**src/rtl/sumador_segmentado_pkg.sv**
```systemverilog
`default_nettype none
// +-----------------------------------------------------------------------+
// | sumador_pkg : operation codes and NZCV flag type of the pipelined     |
// | adder/subtractor.                              Rev 1.0 - initial      |
// +-----------------------------------------------------------------------+
package sumador_pkg;

  typedef enum logic [1:0] {
    OP_ADD = 2'b00,
    OP_SUB = 2'b01,
    OP_ADC = 2'b10,
    OP_SBC = 2'b11
  } op_e;

  typedef struct packed {
    logic n;
    logic z;
    logic c;
    logic v;
  } flags_t;

  // Subtraction is done as A + ~B + c0, so SUB/SBC invert operand B.
  function automatic logic invierte_b(input op_e op);
    return (op == OP_SUB) || (op == OP_SBC);
  endfunction

  function automatic logic acarreo_inicial(input op_e op, input logic carry_in);
    logic c0;
    unique case (op)
      OP_ADD:  c0 = 1'b0;
      OP_SUB:  c0 = 1'b1;
      default: c0 = carry_in;
    endcase
    return c0;
  endfunction

endpackage
`default_nettype wire

```
**src/rtl/sumador_segmentado_if.sv**
```systemverilog
`default_nettype none
// +-----------------------------------------------------------------------+
// | sumador_segmentado_if : operand/result handshake bus.                 |
// |                                                Rev 1.0 - initial      |
// +-----------------------------------------------------------------------+
interface sumador_segmentado_if #(
  parameter int WIDTH = 32
) ();
  import sumador_pkg::*;

  logic             in_valid;
  logic             in_ready;
  logic [1:0]       op;
  logic [WIDTH-1:0] sumando1;
  logic [WIDTH-1:0] sumando2;
  logic             carry_in;
  logic             out_valid;
  logic             out_ready;
  logic [WIDTH-1:0] resultado;
  flags_t           flags;

  modport master (
    output in_valid, op, sumando1, sumando2, carry_in, out_ready,
    input  in_ready, out_valid, resultado, flags
  );

  modport slave (
    input  in_valid, op, sumando1, sumando2, carry_in, out_ready,
    output in_ready, out_valid, resultado, flags
  );

endinterface
`default_nettype wire

```
**src/rtl/sumador_segmentado_etapa.sv**
```systemverilog
`default_nettype none
// +-----------------------------------------------------------------------+
// | sumador_etapa : one pipeline stage, resolves chunk IDX of the sum.    |
// |                                                Rev 1.0 - initial      |
// +-----------------------------------------------------------------------+
module sumador_etapa #(
  parameter int WIDTH = 32,
  parameter int CHUNK = 8,
  parameter int IDX   = 0
) (
  input  logic             clk,
  input  logic             rst_n,
  input  logic             adv,
  input  logic             v_in,
  input  logic [WIDTH-1:0] a_in,
  input  logic [WIDTH-1:0] b_in,
  input  logic [WIDTH-1:0] r_in,
  input  logic             c_in,
  input  logic             z_in,
  output logic             v_q,
  output logic [WIDTH-1:0] a_q,
  output logic [WIDTH-1:0] b_q,
  output logic [WIDTH-1:0] r_q,
  output logic             c_q,
  output logic             z_q
);

  localparam int LSB = IDX * CHUNK;

  logic [CHUNK:0]   suma_w;
  logic             carga_w;
  logic             v_d;
  logic             c_d;
  logic             z_d;
  logic [WIDTH-1:0] a_d;
  logic [WIDTH-1:0] b_d;
  logic [WIDTH-1:0] r_d;

  always_comb begin
    suma_w  = {1'b0, a_in[LSB +: CHUNK]} + {1'b0, b_in[LSB +: CHUNK]}
            + {{CHUNK{1'b0}}, c_in};
    carga_w = adv && v_in;
    v_d     = adv ? v_in : v_q;
    a_d     = a_q;
    b_d     = b_q;
    r_d     = r_q;
    c_d     = c_q;
    z_d     = z_q;
    // Data only moves with a real beat so the held output stays put on bubbles.
    if (carga_w) begin
      a_d                = a_in;
      b_d                = b_in;
      r_d                = r_in;
      r_d[LSB +: CHUNK]  = suma_w[CHUNK-1:0];
      c_d                = suma_w[CHUNK];
      z_d                = z_in && (suma_w[CHUNK-1:0] == '0);
    end
  end

  always_ff @(posedge clk or negedge rst_n) begin
    if (!rst_n) begin
      v_q <= 1'b0;
      a_q <= '0;
      b_q <= '0;
      r_q <= '0;
      c_q <= 1'b0;
      z_q <= 1'b0;
    end else begin
      v_q <= v_d;
      a_q <= a_d;
      b_q <= b_d;
      r_q <= r_d;
      c_q <= c_d;
      z_q <= z_d;
    end
  end

endmodule
`default_nettype wire

```
**src/rtl/sumador_segmentado.sv**
```systemverilog
`default_nettype none
// +-----------------------------------------------------------------------+
// | sumador_segmentado : pipelined WIDTH-bit add/sub with NZCV flags and  |
// | valid/ready flow control.                      Rev 1.0 - initial      |
// +-----------------------------------------------------------------------+
module sumador_segmentado
  import sumador_pkg::*;
#(
  parameter int WIDTH  = 32,
  parameter int STAGES = 4
) (
  input  logic                 clk,
  input  logic                 rst_n,
  sumador_segmentado_if.slave  bus
);

  localparam int CHUNK = WIDTH / STAGES;
  localparam int ULT   = STAGES - 1;

  op_e              op_w;
  logic [WIDTH-1:0] b_tr_w;
  logic             c0_w;

  logic [STAGES-1:0] adv_w;
  logic [STAGES-1:0] v_w;
  logic [STAGES-1:0] c_w;
  logic [STAGES-1:0] z_w;
  logic [WIDTH-1:0]  a_w [STAGES];
  logic [WIDTH-1:0]  b_w [STAGES];
  logic [WIDTH-1:0]  r_w [STAGES];

  logic [STAGES-1:0] v_in_w;
  logic [STAGES-1:0] c_in_w;
  logic [STAGES-1:0] z_in_w;
  logic [WIDTH-1:0]  a_in_w [STAGES];
  logic [WIDTH-1:0]  b_in_w [STAGES];
  logic [WIDTH-1:0]  r_in_w [STAGES];

  always_comb begin
    op_w   = op_e'(bus.op);
    b_tr_w = invierte_b(op_w) ? ~bus.sumando2 : bus.sumando2;
    c0_w   = acarreo_inicial(op_w, bus.carry_in);
  end

  // A stage may advance when any stage from it to the output is empty, or the
  // consumer takes the result: this is the advance chain in closed form.
  always_comb begin
    logic lleno;
    lleno = 1'b1;
    adv_w = '0;
    for (int k = STAGES - 1; k >= 0; k--) begin
      lleno    = lleno && v_w[k];
      adv_w[k] = bus.out_ready || !lleno;
    end
  end

  always_comb begin
    v_in_w[0] = bus.in_valid;
    a_in_w[0] = bus.sumando1;
    b_in_w[0] = b_tr_w;
    r_in_w[0] = '0;
    c_in_w[0] = c0_w;
    z_in_w[0] = 1'b1;
    for (int k = 1; k < STAGES; k++) begin
      v_in_w[k] = v_w[k-1];
      a_in_w[k] = a_w[k-1];
      b_in_w[k] = b_w[k-1];
      r_in_w[k] = r_w[k-1];
      c_in_w[k] = c_w[k-1];
      z_in_w[k] = z_w[k-1];
    end
  end

  for (genvar k = 0; k < STAGES; k++) begin : g_etapa
    sumador_etapa #(
      .WIDTH (WIDTH),
      .CHUNK (CHUNK),
      .IDX   (k)
    ) u_etapa (
      .clk   (clk),
      .rst_n (rst_n),
      .adv   (adv_w[k]),
      .v_in  (v_in_w[k]),
      .a_in  (a_in_w[k]),
      .b_in  (b_in_w[k]),
      .r_in  (r_in_w[k]),
      .c_in  (c_in_w[k]),
      .z_in  (z_in_w[k]),
      .v_q   (v_w[k]),
      .a_q   (a_w[k]),
      .b_q   (b_w[k]),
      .r_q   (r_w[k]),
      .c_q   (c_w[k]),
      .z_q   (z_w[k])
    );
  end

  assign bus.in_ready  = adv_w[0];
  assign bus.out_valid = v_w[ULT];
  assign bus.resultado = r_w[ULT];
  assign bus.flags     = flags_t'({
                           r_w[ULT][WIDTH-1],
                           z_w[ULT],
                           c_w[ULT],
                           (a_w[ULT][WIDTH-1] == b_w[ULT][WIDTH-1]) &&
                           (r_w[ULT][WIDTH-1] != a_w[ULT][WIDTH-1])
                         });

  // Only the operand sign bits matter once every chunk has been summed.
  logic unused_w;
  assign unused_w = ^{a_w[ULT][WIDTH-2:0], b_w[ULT][WIDTH-2:0]};

endmodule
`default_nettype wire

```
**src/flat_wrapper.sv**
```systemverilog
// flat-port wrapper written by rule: the top's interface ports become plain ports
module sumador_segmentado_flat import sumador_pkg::*;
#(
  parameter int WIDTH  = 32,
  parameter int STAGES = 4
)
  (clk, rst_n, bus_in_valid, bus_op, bus_sumando1, bus_sumando2, bus_carry_in, bus_out_ready, bus_in_ready, bus_out_valid, bus_resultado, bus_flags);
  sumador_segmentado_if #(.WIDTH(WIDTH)) bus_i ();
  input  logic clk;
  input  logic rst_n;
  input wire logic [$bits(bus_i.in_valid)-1:0] bus_in_valid;
  input wire logic [$bits(bus_i.op)-1:0] bus_op;
  input wire logic [$bits(bus_i.sumando1)-1:0] bus_sumando1;
  input wire logic [$bits(bus_i.sumando2)-1:0] bus_sumando2;
  input wire logic [$bits(bus_i.carry_in)-1:0] bus_carry_in;
  input wire logic [$bits(bus_i.out_ready)-1:0] bus_out_ready;
  output wire logic [$bits(bus_i.in_ready)-1:0] bus_in_ready;
  output wire logic [$bits(bus_i.out_valid)-1:0] bus_out_valid;
  output wire logic [$bits(bus_i.resultado)-1:0] bus_resultado;
  output wire logic [$bits(bus_i.flags)-1:0] bus_flags;
  assign bus_i.in_valid = bus_in_valid;
  assign bus_i.op = bus_op;
  assign bus_i.sumando1 = bus_sumando1;
  assign bus_i.sumando2 = bus_sumando2;
  assign bus_i.carry_in = bus_carry_in;
  assign bus_i.out_ready = bus_out_ready;
  assign bus_in_ready = bus_i.in_ready;
  assign bus_out_valid = bus_i.out_valid;
  assign bus_resultado = bus_i.resultado;
  assign bus_flags = bus_i.flags;
  sumador_segmentado #(.WIDTH(WIDTH), .STAGES(STAGES)) u_core (.clk(clk), .rst_n(rst_n), .bus(bus_i));
endmodule
```
**config.mk**
```make
export PLATFORM = sky130hd
export DESIGN_NAME = sumador_segmentado_flat
export DESIGN_NICKNAME = d
export VERILOG_FILES = /design/src/rtl/sumador_segmentado_pkg.sv /design/src/rtl/sumador_segmentado_if.sv /design/src/rtl/sumador_segmentado_etapa.sv /design/src/rtl/sumador_segmentado.sv /design/src/flat_wrapper.sv
export SDC_FILE = /design/constraint.sdc
export NUM_CORES = 1
export LEC_CHECK = 0
export ABC_CLOCK_PERIOD_IN_PS = 3000
export CAP_MARGIN = 20
export CORE_ASPECT_RATIO = 1.4
export CORE_MARGIN = 4
export CORE_UTILIZATION = 39
export DETAILED_ROUTE_END_ITERATION = 6
export PLACE_DENSITY_LB_ADDON = 0.25
export SLEW_MARGIN = 20
export SYNTH_ARGS = -nofsm -noshare
export SYNTH_HDL_FRONTEND = slang
export SYNTH_SLANG_ARGS = --single-unit
```
**constraint.sdc**
```tcl
create_clock -name clk -period 3 [get_ports clk]
set_clock_uncertainty 0.2 [all_clocks]
set_input_delay 0.6 -clock clk [delete_from_list [all_inputs] [get_ports clk]]
set_output_delay 0.6 -clock clk [all_outputs]
set_load 0.1 [all_outputs]
```
==> results of run 1 <==
## power by group through the flow
| stage | registers [mW] | logic (mW) | clock network (mW) |
|---|---|---|---|
| final | 3.97 | 5.03 | 2.30 |
| after global placement | 3.99 | 4.96 | 0 |
| after floorplan | 5.44 | 2.38 | 0 |
| after global routing | 4.09 | 5.41 | 2.47 |
| after detailed placement | 4.03 | 5.05 | 0 |
| after CTS | 3.98 | 5.07 | 2.36 |
## per-stage QoR
stage	power (mW)	utilization [%]
floorplan	7.82	-
global placement	8.94	46.5
detailed placement	9.08	46.5
CTS	11.4	49.3
global route	12.0	49.3
finish	11.3	49.3
## Yosys cell counts (2+ instances only)
cell type	n	share of area, %
o41ai_1	2	0.20
clkbuf_1	9	0.39
nor3b_1	2	0.17
nor2_1	15	0.65
buf_1	6	0.26
fa_1	8	1.8
o211ai_1	6	0.52
dfrtp_1	190	55
ha_1	28	4.0
nor2b_1	4	0.29
nand4b_1	3	0.30
a21o_1	8	0.69
buf_2	10	0.58
mux2_2	138	18
a21oi_1	24	1.4
o31ai_1	4	0.35
o21a_1	4	0.35
o2111ai_1	2	0.20
o311a_1	4	0.46
nand2_1	51	2.2
xnor2_1	35	3.5
o21ai_0	51	2.9
a211oi_1	4	0.35
buf_4	3	0.26
nand2b_1	6	0.43
or2_2	4	0.29
inv_1	12	0.52
xor2_1	17	1.7
a21boi_0	5	0.43
## logic make-up (layout without fill, tap and decap cells)
kind of cell / count (synthesis) / count (layout) / synth area share, %
adders and majority gates: 36 / 36 / 5.88
buffers and inverters: 41 / 172 / 2.16
xor gates and xnor gates: 52 / 52 / 5.25
and+or+nand+nor: 94 / 94 / 5.12
AOI/OAI and AO/OA: 122 / 122 / 8.77
muxes: 139 / 139 / 18.0
DFF: 190 / 190 / 54.8
## per-layer routing
metal  global-route usage, %  wire, microns
met1                    17.8           7270
met2                    25.4           8660
met3                    3.25            687
met4                    5.42            384
met5                       0              0
## layout make-up
class                           count  area [sq um]
Clock buffer                       20           447
Clock inverter                     12           155
Tap cell                          297           372
Inverter                           12          45.0
Timing Repair Buffer              128          1250
Fill cell                        1921         11100
Multi-Input combinational cell    443          3750
Sequential cell                   190          4750
## flip-flops by register name, indices dropped and copies added, names as in the netlist
signal                      flops
u_core.g_etapa.u_etapa.r_q     80
u_core.g_etapa.u_etapa.a_q     49
u_core.g_etapa.u_etapa.b_q     49
u_core.g_etapa.u_etapa.c_q      4
u_core.g_etapa.u_etapa.v_q      4
u_core.g_etapa.u_etapa.z_q      4
## how the worst max path moves through the flow
stage,end,cells after the start,startpoint
after global placement,u_core.g_etapa[0].u_etapa.z_q,10,bus_op[1]
after floorplan,u_core.g_etapa[0].u_etapa.z_q,11,bus_op[0]
after CTS,u_core.g_etapa[2].u_etapa.z_q,7,u_core.g_etapa[1].u_etapa.c_q
final,u_core.g_etapa[0].u_etapa.z_q,10,bus_op[1]
after global routing,u_core.g_etapa[2].u_etapa.z_q,7,u_core.g_etapa[1].u_etapa.c_q
after detailed placement,u_core.g_etapa[0].u_etapa.z_q,10,bus_op[1]
==> key figures, run 1 <==
Outcome
  – Status: finished with violations
  – Failing checks: hold timing

Timing
  – Slew margin rel.: 58.5%
  – Slew at the pin closest to its max-slew limit: 623 ps
  – Final Max Tran Viols: 0
  – Max frequency: 0.350 GHz
  – # setup viols final: 0
  – TNS Setup: 0 ps
  – RSZ-0062 raised after global routing: no
  – Hold WS: -20.8 ps
  – Final Critical Period: 2860 ps
  – Fin. Hold Viols: 6
  – Fin worst setup slack: 144 ps
  – Final cycle utilization of the critical path: 95.2%

Place
  – HPWL Detailed: 12,700 microns
  – Placed cells: 1,070
  – DP Area: 10,200 sq um
  – GPL Wtd Cong: 0.907
  – PortBufs: 108
  – Setup WS pre-CTS: -289 ps

Worst setup path
  – Buf+Inv Stages, Crit Path: 2
  – Delay-heaviest family, CP: compound AO/OA/AOI/OAI gates
  – Kind of critical path: input pin to register
  – Most frequent CP cell: fa_1
  – Critical path's largest stage delay: 470 ps
  – CP max FO: 3
  – Startpoint Class: input pin
  – Critical Path Sink Type: register
  – Crit path cell chain: clkdlybuf4s50_1 -> mux2i_1 -> fa_1 -> inv_1 -> fa_1 -> a21o_1 -> a21oi_1 -> xor2_1 -> o2111a_1 -> a32o_1
  – Worst-case reg-to-reg path depth: 7
  – Reg2reg end: u_core.g_etapa[2].u_etapa.z_q
  – Reg2Reg Setup Slack: 160 ps
  – Critical path arrival: 3020 ps
  – Data required, critical path: 3160 ps
  – Reg2reg start: u_core.g_etapa[1].u_etapa.c_q
  – CP max-delay cell: clkdlybuf4s50_1

Synth
  – Top_reg_cell synth: dfrtp_1
  – Syn nets: 781
  – Synthesized area: 8680 sq um
  – Syn_area_per_cell: 12.9 sq um
  – Yosys cell types: 48
  – Async SR Flop Fraction: 100%
  – Sequential element share of the synthesized area: 54.8%
  – Synth Warn #: 0
  – Synth Instances: 674
  – Post-synth EDFFs: 0
  – Yosys reg bits: 190

Clock network
  – Clk_lat worst skew: 430 ps
  – Post-CTS resize count: 0
  – Worst-path clk slew: 70 ps
  – Post-CTS setup buffer count: 0
  – Clk sinks: 190
  – Num CTS Buffers: 17
  – CTS tree: built
  – Clk root buf: clkbuf_16
  – CTS max path bufs: 2
  – H-tree levels: 4
  – Hold buffers post-CTS: 0

GRT
  – Initial antenna violation count: 0
  – Largest net degree at the start of global routing: 74
  – Overall Global Routing Usage: 14.6%
  – Overflow after GRT: 0
  – First-pass GRT wire length: 29,100 microns
  – Vias in the first global route: 5,945

Power
  – Switch share: 41.5%
  – Power share of the clock group: 20.4%
  – Internal: 6.61 mW
  – Worst VDD drop: 450 uV
  – Pwr per Cell Area: 1050 nW/um^2
  – Combinational fraction of design power: 44.5%
  – Sw power: 4.69 mW
  – Sequential group share of total power: 35.1%
  – Leak Pwr: 4.68 nW

Cells and area
  – Cell Count, Final, Fillers Out: 1,102
  – Area Overhead vs Synth: 24.2%
  – Commonest non-fill, non-tap cell in the layout: dfrtp_1
  – Nets: 899
  – Final instance area: 10,800 sq um
  – Diode count: 0
  – Most frequent cells in the layout: dfrtp_1 (190), mux2_2 (138), clkdlybuf4s50_1 (68), o21ai_0 (50)
  – Share of cells above drive strength 1: 30.1%

Worst hold path
  – Worst Hold Class: input pin to asynchronous set/reset pin

Detailed routing
  – Drt wl/cell: 15.4 microns
  – Router iterations before antenna repair: 4
  – DRC viols: 0
  – DR vias: 5,439
  – Final ANT Viol Nets: 0
  – Post-Route WL: 17,000 microns
  – Routed vias/inst: 4.94
  – Initial DRC Count: 200

Job
  – Max Cap Viol: 0

Floorplan
  – FP Rows: 64
  – Die area: 24,700 sq um
  – Initial Util: 39.7%
  – DIE HEIGHT: 184 microns
  – Die outline width: 134 microns
  – Core area: 21,900 sq um
  – I/O pins: 109
Note: power is estimated with default switching activity, not from simulation.
==> run 2: changes to the inputs <==
ABC_AREA = 0   (was not set)
SYNTH_HIERARCHICAL = 1   (was not set)
==> run 2 against run 1 <==
Compared with the run above:
- the run now ends clean
- core utilization increased by 0.13 points
- fmax decreased by 2.3%
- largest cell class unchanged
- critical path type unchanged
- clock power decreased by 3%
- synthesized cell count decreased by 2.2%
- count of clock-buffer cells in the layout decreased by 2
- sequential power decreased by 1%
- area after synthesis increased by 1.7%
- via count increased by 0.18%
==> key figures, run 2 <==
Synth
  – Synthesized area: 8820 sq um (+1.7%)
  – Syn_area_per_cell: 13.4 sq um (+4.0%)
  – Synth Instances: 659 (-2.2%)
  – Synth Warn #: 6 (+6)
  – Syn nets: 766 (-1.9%)

Cells and area
  – Share of cells above drive strength 1: 32.2% (+2.1 points)
  – Nets: 883 (-1.8%)
  – Most frequent cells in the layout: dfrtp_1 (189), mux2_2 (128), clkdlybuf4s50_1 (67), buf_4 (55), xor2_1 (46)
  – Diode count: 0 (unchanged)
  – Max reg flops: 80 (unchanged)
  – Area Overhead vs Synth: 23.7%
  – Most flop-heavy register: u_core/g_etapa.u_etapa/r_q
  – Largest registers: u_core/g_etapa.u_etapa/r_q x80, u_core/g_etapa.u_etapa/a_q x49, u_core/g_etapa.u_etapa/b_q x49
  – Commonest non-fill, non-tap cell in the layout: dfrtp_1

Worst setup path
  – Startpoint Class: input pin
  – CP startpoint: bus_carry_in
  – Kind of critical path: input pin to register
  – CP max-delay cell: clkdlybuf4s50_1
  – Critical Path Sink Type: register
  – Reg2Reg Setup Slack: 150 ps (about the same)
  – Buf+Inv Stages, Crit Path: 2 (unchanged)
  – CP Depth: 10 (unchanged)
  – Worst-case reg-to-reg path depth: 7 (unchanged)
  – Reg2reg start: u_core/g_etapa[1].u_etapa/a_q[16]
  – CP Capture Point: u_core/g_etapa[0].u_etapa/c_q
  – Critical path arrival: 3030 ps (about the same)
  – CP max FO: 2 (-1)
  – Critical path's largest stage delay: 400 ps (-70 ps)
  – Reg2reg end: u_core/g_etapa[2].u_etapa/z_q
  – Delay-heaviest family, CP: compound AO/OA/AOI/OAI gates
  – Data required, critical path: 3110 ps (-50 ps)
  – Crit path cell chain: clkdlybuf4s50_1 -> mux2_4 -> fa_2 -> fa_2 -> a211o_1 -> buf_4 -> a211oi_4 -> o21bai_1 -> a21oi_1 -> o21ai_1
  – Most frequent CP cell: fa_2

Floorplan
  – Die outline width: 135 microns (+0.79%)
  – Die area: 25,100 sq um (+1.6%)
  – Core area: 22,100 sq um (+1.1%)
  – FP Rows: 64 (unchanged)
  – DIE HEIGHT: 186 microns (+0.81%)
  – I/O pins: 109 (unchanged)
  – Initial Util: 39.9% (+0.24 points)

Worst hold path
  – Worst Hold Class: register to register

Timing
  – Slew margin rel.: 65.9% (+7.4 points)
  – Fin. Hold Viols: 0 (-6)
  – Fin worst setup slack: 77.6 ps (-66.8 ps)
  – # setup viols final: 0 (unchanged)
  – RSZ-0062 raised after global routing: no
  – Slew at the pin closest to its max-slew limit: 512 ps (-111 ps)
  – Max frequency: 0.342 GHz (-2.3%)
  – Final cycle utilization of the critical path: 97.4% (+2.2 points)
  – Final Max Tran Viols: 0 (unchanged)
  – Final Critical Period: 2920 ps (+66.7 ps)

Clock network
  – Clk sinks: 190 (unchanged)
  – CTS tree: built
  – Worst-path clk slew: 70 ps (about the same)
  – Num CTS Buffers: 17 (unchanged)
  – CTS max path bufs: 2 (unchanged)
  – H-tree levels: 4 (unchanged)
  – Clk root buf: clkbuf_16
  – Clk_lat worst skew: 430 ps (about the same)

GRT
  – Vias in the first global route: 5,765 (-3.0%)
  – First-pass GRT wire length: 28,400 microns (-2.2%)
  – Largest net degree at the start of global routing: 62 (-16%)
  – Initial antenna violation count: 0 (unchanged)
  – Overflow after GRT: 0 (unchanged)
  – Overall Global Routing Usage: 14.2% (-0.34 points)

Job
  – Max Cap Viol: 0 (unchanged)

Detailed routing
  – Router iterations before antenna repair: 4 (unchanged)
  – Initial DRC Count: 219 (+9.5%)
  – Drt wl/cell: 15.9 microns (+2.8%)
  – Routed vias/inst: 5.02 (+1.7%)
  – Post-Route WL: 17,200 microns (+1.3%)
  – DR vias: 5,449 (+0.18%)
  – DRC viols: 0 (unchanged)
  – Final ANT Viol Nets: 0 (unchanged)

Power
  – Sequential group share of total power: 35.4% (+0.3 points)
  – Sw power: 4.74 mW (+1.0%)
  – Internal: 6.35 mW (-4.0%)
  – Switch share: 42.7% (+1.2 points)
  – Power share of the clock group: 20.0% (-0.4 points)
  – Worst VDD drop: 530 uV (+18%)
  – PnR Total Power: 11.1 mW (-1.9%)
  – Pwr per Cell Area: 1020 nW/um^2 (-3.2%)
  – Combinational fraction of design power: 44.6% (about the same)
  – Leak Pwr: 4.71 nW (+0.59%)

Place
  – PortBufs: 108 (unchanged)
  – Setup WS pre-CTS: -516 ps (-227 ps)
  – HPWL Detailed: 12,900 microns (+1.5%)
  – GPL Wtd Cong: 0.842 (-7.2%)

Outcome
  – Status: finished clean
==> run 2: cell count changes in the layout (fill, tap and decap cells not counted), sizes merged, moves of 6 or more <==
cell	change
xor2	+29
xnor2	-30
nor2	-8
nand2	-21
inv	-6
nor3	+9
o21ai	-13
mux2	+18
==> run 2: worst min path at each step <==
stage	endpoint	cells past startpoint	start
floorplan	u_core/g_etapa[0].u_etapa/a_q[10]	0	rst_n
global placement	u_core/g_etapa[1].u_etapa/r_q[11]	2	u_core/g_etapa[1].u_etapa/r_q[11]
detailed placement	u_core/g_etapa[0].u_etapa/r_q[4]	2	u_core/g_etapa[0].u_etapa/r_q[4]
CTS	u_core/g_etapa[1].u_etapa/r_q[11]	2	u_core/g_etapa[1].u_etapa/r_q[11]
global route	u_core/g_etapa[1].u_etapa/r_q[11]	2	u_core/g_etapa[1].u_etapa/r_q[11]
finish	u_core/g_etapa[1].u_etapa/r_q[12]	2	u_core/g_etapa[1].u_etapa/r_q[12]
==> run 2: worst register-to-register path: stages (launching register included) <==
cell	delay (ps)
dfrtp_1	410
fa_1	490
fa_1	450
a211o_1	350
a211oi_1	340
o211ai_2	130
and4_1	170
a31o_1	210
==> run 2: timing repair <==
action	4_1_cts	5_1_grt
gates resized for setup	3	4
setup endpoints to repair	2	4
buffers inserted	0	1
hold buffers	1	0
pin swaps	6	6
hold endpoints to repair	58	0
==> run 2: metrics by stage <==
stage	setup TNS (ps)	area, sq um	utilization [%]	hold WS, ps	std cells
final	0	10900	49.4	283	1086
after global routing	0	10900	49.4	307	1086
after CTS	0	10900	49.3	287	1086
after detailed placement	-2150	10300	46.5	269	1053
after global placement	-1840	10300	46.5	259	1053
after floorplan	-9040	8860	-	104	659
==> run 2: power by group through the flow <==
stage / sequential, mW / clock, mW / combinational (mW)
after floorplan: 5.43 / 0 / 2.24
after global placement: 3.95 / 0 / 4.86
after detailed placement: 3.99 / 0 / 4.94
after CTS: 3.94 / 2.30 / 4.97
after global routing: 4.04 / 2.40 / 5.31
final: 3.92 / 2.22 / 4.94
==> run 2: cell type report <==
type	count	area [sq um]
fillers	2005	11200
flip-flops and latches	190	4760
multi-input cells	428	3900
repair buffers	134	1280
clock buffers	18	439
well taps	297	372
clock inverters	14	154
inverters	5	18.8
==> run 2: layer usage <==
layer  vias up  global-route usage, %  part of all wire, %  routed length, microns
met2       108                   24.5                   51                    8820
met1      2733                   17.4                   43                    7420
li1       2582                      -                    -                       -
met3        26                   3.46                  3.5                     605
met4         0                   5.20                  2.2                     378
met5         -                      0                    0                       0
==> run 3: changes to the inputs <==
ABC_CLOCK_PERIOD_IN_PS = 3500   (was 3000)
clock period = 3.5 ns   (was 3 ns; I/O delays follow)
==> run 3 against run 2 <==
Compared with the run above:
- routed wire length grew 0.50%
- non-clock buffer count fell by 7
- worst hold slack worse by 220 ps
- via count shrank 1.7%
- count of clock-buffer cells in the layout did not move
- final cell count down 0.64%
- sequential power decreased by 14%
- flip-flop and latch count unchanged
- die area did not move
- sequential share of layout area rose by 0.45 points
- critical path type unchanged
==> key figures, run 3 (synthesis results as in run 2) <==
Cells and area
  – Cell Count, Final, Fillers Out: 1,079 (-0.64%)
  – Most flop-heavy register: u_core/g_etapa.u_etapa/r_q
  – Multi-input gate area: 3840 sq um (-1.4%)
  – Area Overhead vs Synth: 22.4%
  – Diode count: 0 (unchanged)
  – Largest registers: u_core/g_etapa.u_etapa/r_q x80, u_core/g_etapa.u_etapa/a_q x49, u_core/g_etapa.u_etapa/b_q x49
  – Share of cells above drive strength 1: 30.7% (-1.5 points)
  – Most frequent cells in the layout: dfrtp_1 (189), mux2_2 (129), clkdlybuf4s50_1 (68), buf_4 (53), xor2_1 (46)
  – Nets: 876 (-0.79%)
  – FF+latch area: 4760 sq um (about the same)
  – Max reg flops: 80 (unchanged)
  – Commonest non-fill, non-tap cell in the layout: dfrtp_1
  – Filler instances: 1,981 (-1.2%)

Detailed routing
  – Post-Route WL: 17,300 microns (+0.50%)
  – DR vias: 5,356 (-1.7%)
  – Drt wl/cell: 16.0 microns (+1.2%)
  – Final ANT Viol Nets: 0 (unchanged)
  – Initial DRC Count: 248 (+13%)
  – Router iterations before antenna repair: 4 (unchanged)
  – DRC viols: 0 (unchanged)
  – Routed vias/inst: 4.96 (-1.1%)

Floorplan
  – Initial Util: 39.9% (unchanged)
  – Core area: 22,100 sq um (unchanged)
  – FP Rows: 64 (unchanged)
  – DIE HEIGHT: 186 microns (unchanged)
  – I/O pins: 109 (unchanged)
  – Die outline width: 135 microns (unchanged)
  – Die area: 25,100 sq um (unchanged)

Worst setup path
  – Reg2reg end: u_core/g_etapa[2].u_etapa/z_q
  – Reg2Reg Setup Slack: 670 ps (+520 ps)
  – Delay-heaviest family, CP: compound AO/OA/AOI/OAI gates
  – CP max FO: 2 (unchanged)
  – CP max-delay cell: clkdlybuf4s50_1
  – Crit path cell chain: clkdlybuf4s50_1 -> mux2_2 -> fa_1 -> fa_1 -> a211o_1 -> a2111o_1 -> o211ai_2 -> nand2_2 -> o31ai_2
  – Critical Path Sink Type: register
  – Buf+Inv Stages, Crit Path: 1 (-1)
  – Startpoint Class: input pin
  – Reg2reg start: u_core/g_etapa[1].u_etapa/a_q[16]
  – Kind of critical path: input pin to register
  – Critical path's largest stage delay: 460 ps (+60 ps)
  – Critical path arrival: 3410 ps (+380 ps)
  – Worst-case reg-to-reg path depth: 7 (unchanged)
  – Most frequent CP cell: fa_1
  – Data required, critical path: 3630 ps (+520 ps)

Timing
  – Slew margin rel.: 61.6% (-4.3 points)
  – Fin worst setup slack: 215 ps (+138 ps)
  – Final Max Tran Viols: 0 (unchanged)
  – Slew at the pin closest to its max-slew limit: 576 ps (+64.3 ps)
  – Fin. Hold Viols: 0 (unchanged)
  – TNS Setup: 0 ps (unchanged)
  – Final cycle utilization of the critical path: 93.9%
  – RSZ-0062 raised after global routing: no
  – Hold WS: 59.1 ps (-224 ps)
  – Final Critical Period: 3280 ps
  – # setup viols final: 0 (unchanged)
  – Max frequency: 0.304 GHz

Clock network
  – Post-CTS resize count: 0 (-3)
  – H-tree levels: 4 (unchanged)
  – Clk root buf: clkbuf_16
  – Num CTS Buffers: 17 (unchanged)
  – Hold buffers post-CTS: 0 (-1)
  – Worst-path clk slew: 70 ps (about the same)
  – Clk_lat worst skew: 420 ps (about the same)
  – Post-CTS setup buffer count: 0 (unchanged)
  – CTS max path bufs: 2 (unchanged)
  – Clk sinks: 190 (unchanged)
  – CTS tree: built

Job
  – Max Cap Viol: 0 (unchanged)

Place
  – GPL Wtd Cong: 0.865 (+2.7%)
  – HPWL Detailed: 12,800 microns (-0.91%)
  – Setup WS pre-CTS: -196 ps (+321 ps)
  – Placed cells: 1,047 (-0.57%)
  – PortBufs: 108 (unchanged)

GRT
  – Overall Global Routing Usage: 14.3% (+0.057 points)
  – Met3 Resource Use GR: 3.08% (-0.38 points)
  – Busiest grt layer: met2
  – Largest net degree at the start of global routing: 75 (+21%)
  – Vias in the first global route: 5,818 (+0.92%)
  – Overflow after GRT: 0 (unchanged)
  – Global Route met2 Usage: 25.3% (+0.86 points)
  – Met1 Usage GRT: 17.4% (+0.050 points)
  – Initial antenna violation count: 0 (unchanged)
  – First-pass GRT wire length: 28,900 microns (+1.7%)

Power
  – Leak Pwr: 4.66 nW (-0.95%)
  – Pwr per Cell Area: 888 nW/um^2 (-13%)
  – Worst VDD drop: 493 uV (-6.9%)

Worst hold path
  – Worst Hold Class: input pin to asynchronous set/reset pin

Outcome
  – Status: finished clean
[run 3: worst max-delay path by stage]
stage | start | endpoint | depth (start not counted)
floorplan | u_core/g_etapa[3].u_etapa/r_q[31] | bus_flags[0] | 2
global placement | bus_op[1] | u_core/g_etapa[0].u_etapa/z_q | 9
detailed placement | bus_op[1] | u_core/g_etapa[0].u_etapa/z_q | 9
CTS | bus_op[1] | u_core/g_etapa[0].u_etapa/z_q | 10
global route | bus_op[1] | u_core/g_etapa[0].u_etapa/z_q | 10
finish | bus_op[1] | u_core/g_etapa[0].u_etapa/z_q | 9
[run 3: cell type report]
class	count	area share (%)
inverter	5	0.174
clock inverter	14	1.82
clock buffer	18	4.07
multi-input combinational	428	35.6
tap	297	3.44
sequential	190	44.0
timing repair buffer	127	10.9
[run 3: power breakdown]
group          switching, mW  leakage (nW)  internal [mW]
logic                   2.73          2.11           1.46
clock network          0.874         0.305           1.17
registers              0.441          2.25           2.92
[run 3: worst reg2reg max path, cell delays in order (launching register included)]
cell and delay [ps]:
dfrtp_1 400, fa_1 490, fa_1 450, a211o_1 340, a211oi_1 330, o211ai_2 120
and4_1 160, a31o_1 220
[run 3: stage by stage]
stage	utilization [%]	instance area [sq um]	total power, mW
final	48.9	10800	9.59
after global routing	48.9	10800	10.1
after CTS	48.9	10800	9.71
after detailed placement	46.0	10200	7.63
after global placement	46.0	10200	7.51
after floorplan	-	8830	6.56
[run 3: per-layer routing]
layer / up-vias / wire (microns)
met5: - / 0
met4: 0 / 215
met3: 17 / 606
met2: 102 / 9030
met1: 2666 / 7460
li1: 2571 / -
